===== src/rtl/shifter_if.sv =====
// shifter_if
//   Groups the data and control signals that pass between the ALU-side
//   driver and the MIC C-bus shifter.
//   Signals:
//     in       ALU result to be shifted (WIDTH bits)
//     sll8     request logical shift left by 8
//     sra1     request arithmetic shift right by 1
//     out      registered shifter result (WIDTH bits)
//     conflict registered flag, set when sll8 and sra1 were both requested
//   Modports:
//     master   drives in/sll8/sra1, observes out/conflict
//     slave    the shifter itself
interface shifter_if #(
  parameter int WIDTH = 32
);
  logic [WIDTH-1:0] in;
  logic             sll8;
  logic             sra1;
  logic [WIDTH-1:0] out;
  logic             conflict;

  modport master (
    output in,
    output sll8,
    output sra1,
    input  out,
    input  conflict
  );

  modport slave (
    input  in,
    input  sll8,
    input  sra1,
    output out,
    output conflict
  );
endinterface


===== src/rtl/shifter.sv =====
// shifter
//   Registered MIC shifter between the ALU output and the C bus. Each rising
//   edge captures one of: pass-through, logical shift left by 8, or
//   arithmetic shift right by 1 of the ALU result. Requesting both shifts at
//   once is illegal: the value passes through unshifted and conflict is set.
//   Latency is exactly one cycle and a new value is loaded every cycle.
//   Ports:
//     clk    system clock, rising-edge active
//     rst_n  asynchronous active-low reset; clears out and conflict
//     bus    shifter_if slave modport (in, sll8, sra1 -> out, conflict)
//   Parameters:
//     WIDTH  datapath width; shift amounts are fixed, so WIDTH must be >= 9
module shifter #(
  parameter int WIDTH = 32
) (
  input  logic     clk,
  input  logic     rst_n,
  shifter_if.slave bus
);

  logic [WIDTH-1:0] next_out;
  logic             next_conflict;

  // Fully covered case with defaults first so no latch can be inferred.
  // The illegal both-asserted combination deliberately falls back to
  // pass-through so the C bus still carries a defined value.
  always_comb begin
    next_out      = bus.in;
    next_conflict = 1'b0;
    case ({bus.sll8, bus.sra1})
      2'b10: next_out = {bus.in[WIDTH-9:0], 8'h00};
      2'b01: next_out = {bus.in[WIDTH-1], bus.in[WIDTH-1:1]};
      2'b11: begin
        next_out      = bus.in;
        next_conflict = 1'b1;
      end
      default: begin
        next_out      = bus.in;
        next_conflict = 1'b0;
      end
    endcase
  end

  // Result and conflict flag are registered together so they always
  // describe the same captured operation.
  always_ff @(posedge clk or negedge rst_n) begin
    if (!rst_n) begin
      bus.out      <= '0;
      bus.conflict <= 1'b0;
    end else begin
      bus.out      <= next_out;
      bus.conflict <= next_conflict;
    end
  end

endmodule


===== src/flat_wrapper.sv =====
// flat-port wrapper written by rule: the top's interface ports become plain ports
module shifter_flat 
#(
  parameter int WIDTH = 32
)
  (clk, rst_n, bus_in, bus_sll8, bus_sra1, bus_out, bus_conflict);
  shifter_if #(.WIDTH(WIDTH)) bus_i ();
  input  logic clk;
  input  logic rst_n;
  input wire logic [$bits(bus_i.in)-1:0] bus_in;
  input wire logic [$bits(bus_i.sll8)-1:0] bus_sll8;
  input wire logic [$bits(bus_i.sra1)-1:0] bus_sra1;
  output wire logic [$bits(bus_i.out)-1:0] bus_out;
  output wire logic [$bits(bus_i.conflict)-1:0] bus_conflict;
  assign bus_i.in = bus_in;
  assign bus_i.sll8 = bus_sll8;
  assign bus_i.sra1 = bus_sra1;
  assign bus_out = bus_i.out;
  assign bus_conflict = bus_i.conflict;
  shifter #(.WIDTH(WIDTH)) u_core (.clk(clk), .rst_n(rst_n), .bus(bus_i));
endmodule

===== config.mk =====
export PLATFORM = sky130hd
export DESIGN_NAME = shifter_flat
export DESIGN_NICKNAME = d
export VERILOG_FILES = /design/src/rtl/shifter_if.sv /design/src/rtl/shifter.sv /design/src/flat_wrapper.sv
export SDC_FILE = /design/constraint.sdc
export NUM_CORES = 1
export LEC_CHECK = 0
export BUFFER_PORTS_ARGS = -buffer_cell sky130_fd_sc_hd__buf_2
export CAP_MARGIN = 0
export CORE_MARGIN = 5
export CORE_UTILIZATION = 45
export CTS_CLUSTER_DIAMETER = 60
export DETAILED_ROUTE_END_ITERATION = 8
export PLACE_DENSITY = 0.88
export SLEW_MARGIN = 20
export SYNTH_ARGS = -nofsm -noshare
export SYNTH_HDL_FRONTEND = slang
export SYNTH_SLANG_ARGS = --single-unit

===== constraint.sdc =====
create_clock -name clk -period 0.8 [get_ports clk]
set_input_delay 0 -clock clk [delete_from_list [all_inputs] [get_ports clk]]
set_output_delay 0 -clock clk [all_outputs]
set_load 0.02 [all_outputs]

==> flow_metrics.tcl <==
set metrics [dict create \
    layout_commonest_cell "nand2_1" \
    placed_area_um2 1870 \
    finalCritPeriodShare_pct 110 \
    worst_slew_pin_slew_ps 347 \
    holdCritStartpoint "bus_sra1" \
    viasPerCell 5.29 \
    slowest_delay_ps 410 \
    diodes 0 \
    die_h_um 66.5 \
    hold_depth 3 \
    synth_area_leader_cell "dfrtp_1" \
    synthToLayoutAreaGrowth_pct 74.8 \
    drc_errors 0 \
    worst_setup_path_end_kind "output pin" \
    cts_buffers 5 \
    clockBufferDepth 2 \
    violations "negative setup slack" \
    fin_nets 291 \
    outcome "finished with violations" \
    synthesis.area_um2 1440 \
    min_path_type "input port to flop" \
    drive_gt1_share_pct 35.6 \
    critPathBufInv 1 \
    vias 1572 \
    final-setup-viol-count 33 \
    synth.distinct_cells 11 \
    ys_ff_latch 33 \
    overflow 0 \
    p_leak_uw 0.00119 \
    core_um2 3050 \
    grt_max_degree 34 \
    placedCellCount 255 \
    grt_usage_pct 25.5 \
    dpl.hpwl_um 2840 \
    die-area_um2 4430 \
    synthCells 146 \
    io_buffers 68 \
    comb_power_share_pct 31.9 \
    path_max_fanout 1 \
    wl_per_cell_um 17.7 \
    finalNonFillerCells 297 \
    cp.required_ps 800 \
    start_kind "flop" \
    gp_congestion 0.829 \
    antenna_found_initial 0 \
    crit_type "flop to output pin" \
    cts_sinks 33 \
    postCtsSetupBuffers 0 \
    power.density_nw_per_um2 1760 \
    hold_violations 0 \
    crit_slowest_cell "dfrtp_1" \
    cts_root_buf "clkbuf_4" \
    initial_core_util_pct 47.1 \
    ys_top_cells_by_area "dfrtp_1 57%, a22oi_1 12%, nand2_1 10%, o21ai_1 8.0%, o21ai_0 3.5%" \
    cp.depth 1 \
    min_period_ps 882 \
    pwr-share-clk_pct 24.3 \
    cap_violations 0 \
    synth_nets 185 \
    drt_iter0_drc 106 \
    cts_tree "built" \
    die_x_um 66.5 \
    design_area_um2 2510 \
    htreeDepth 2 \
    switching_share_pct 31.1 \
    arrival_ps 880 \
    p_seq_share_pct 43.8 \
    rsz0062_at_grt "true" \
    ant_nets 0 \
    finalMaxSlewViolations 0 \
    relSlewSlack_pct 76.9 \
    first_pass_iters 4 \
    path_clk_slew_ps 110 \
    cp_top_family "flip-flops" \
    wirelength_um 5240 \
    timing.fmax_mhz 1130 \
    fp-row-count 20 \
    path_cells "buf_6" \
    utilization_pct 82.4 \
    final_cell_mix "40 x nand2_1, 35 x buf_2, 34 x dlygate4sd3_1, 34 x buf_6, 33 x dfrtp_1" \
    yosysTopAreaCellShare_pct 57.4 \
    yosysSeqAreaShare_pct 57.4 \
    yosys_warnings 0 \
    internal-power_uw 3040 \
    grt_pass1_wl_um 8120 \
    ios 69 \
    syn_area_per_cell_um2 9.86 \
    crit_path_start "u_core.bus.out[1]" \
    vdd_ir_drop_max_v 0.00122 \
    worst_slack_ps -82.0 \
    grt_pass1_vias 1660 \
    switching_power_uw 1380 \
]
power by group through the flow:
stage,logic [uW],registers (uW),clock network (uW)
final,1410,1940,1070
after floorplan,347,2150,0
after detailed placement,1010,1910,0
after global placement,983,1910,0
after CTS,1340,1920,1080
after global routing,1500,1950,1170
worst paths after layout:
check	end
max	bus_out[1]
min	u_core.bus.conflict
max in group asynchronous	u_core.bus.out[27]
min in group asynchronous	u_core.bus.out[4]
through the flow:
| stage | setup slack [ps] | hold slack [ps] | total power (uW) | setup TNS, ps |
|---|---|---|---|---|
| detailed placement | -184 | -93.5 | 2920 | -4760 |
| global route | -113 | 8.62 | 4620 | -2820 |
| finish | -82.0 | 19.6 | 4420 | -1760 |
| floorplan | -8.05 | -296 | 2500 | -111 |
| global placement | -159 | -91.8 | 2890 | -4170 |
| CTS | -79.6 | 12.0 | 4340 | -1840 |
synth_stat cells:
master,n
inv_1,2
o21ai_1,23
ha_1,3
a22oi_1,23
nand2_1,40
buf_4,3
dfrtp_1,33
buf_2,6
o21ai_0,10
buf_6,2
clkbuf_2,1
state kept, by name, summed over array words and instances, names as in the netlist:
signal / count
u_core.bus.conflict: 1
u_core.bus.out: 32
layout make-up:
type                    instances  area (um2)
repair buffers                111        1010
flip-flops and latches         33         826
multi-input cells              99         548
fillers                       171         538
clock buffers                   7        65.1
well taps                      44        55.1
inverters                       2        7.51
clock inverters                 1        5.00
metal layers:
layer | up-vias | wire length, um | GRT usage [%]
met2 | 95 | 2760 | 46.7
met4 | 0 | 281 | 17.3
met1 | 730 | 1830 | 26.2
met3 | 27 | 368 | 4.22
li1 | 720 | - | -
met5 | - | 0 | 0
what timing repair did:
item,CTS,global route
endpoints found under the setup margin,33,38
hold buffers,34,0
hold endpoints to repair,66,0
gates resized for setup,66,5
pin swaps,0,0
cell families (layout without fill, tap and decap cells):
| group | Yosys count | in the layout | share of synthesized area, % |
|---|---|---|---|
| adder cells (fa/ha/maj) | 3 | 3 | 2.61 |
| AND/OR/NAND/NOR | 40 | 40 | 10.4 |
| AO/OA/AOI/OAI | 56 | 56 | 23.5 |
| flip-flops | 33 | 33 | 57.4 |
| buffers and inverters | 14 | 121 | 6.09 |
(Power assumes the default switching activity.)
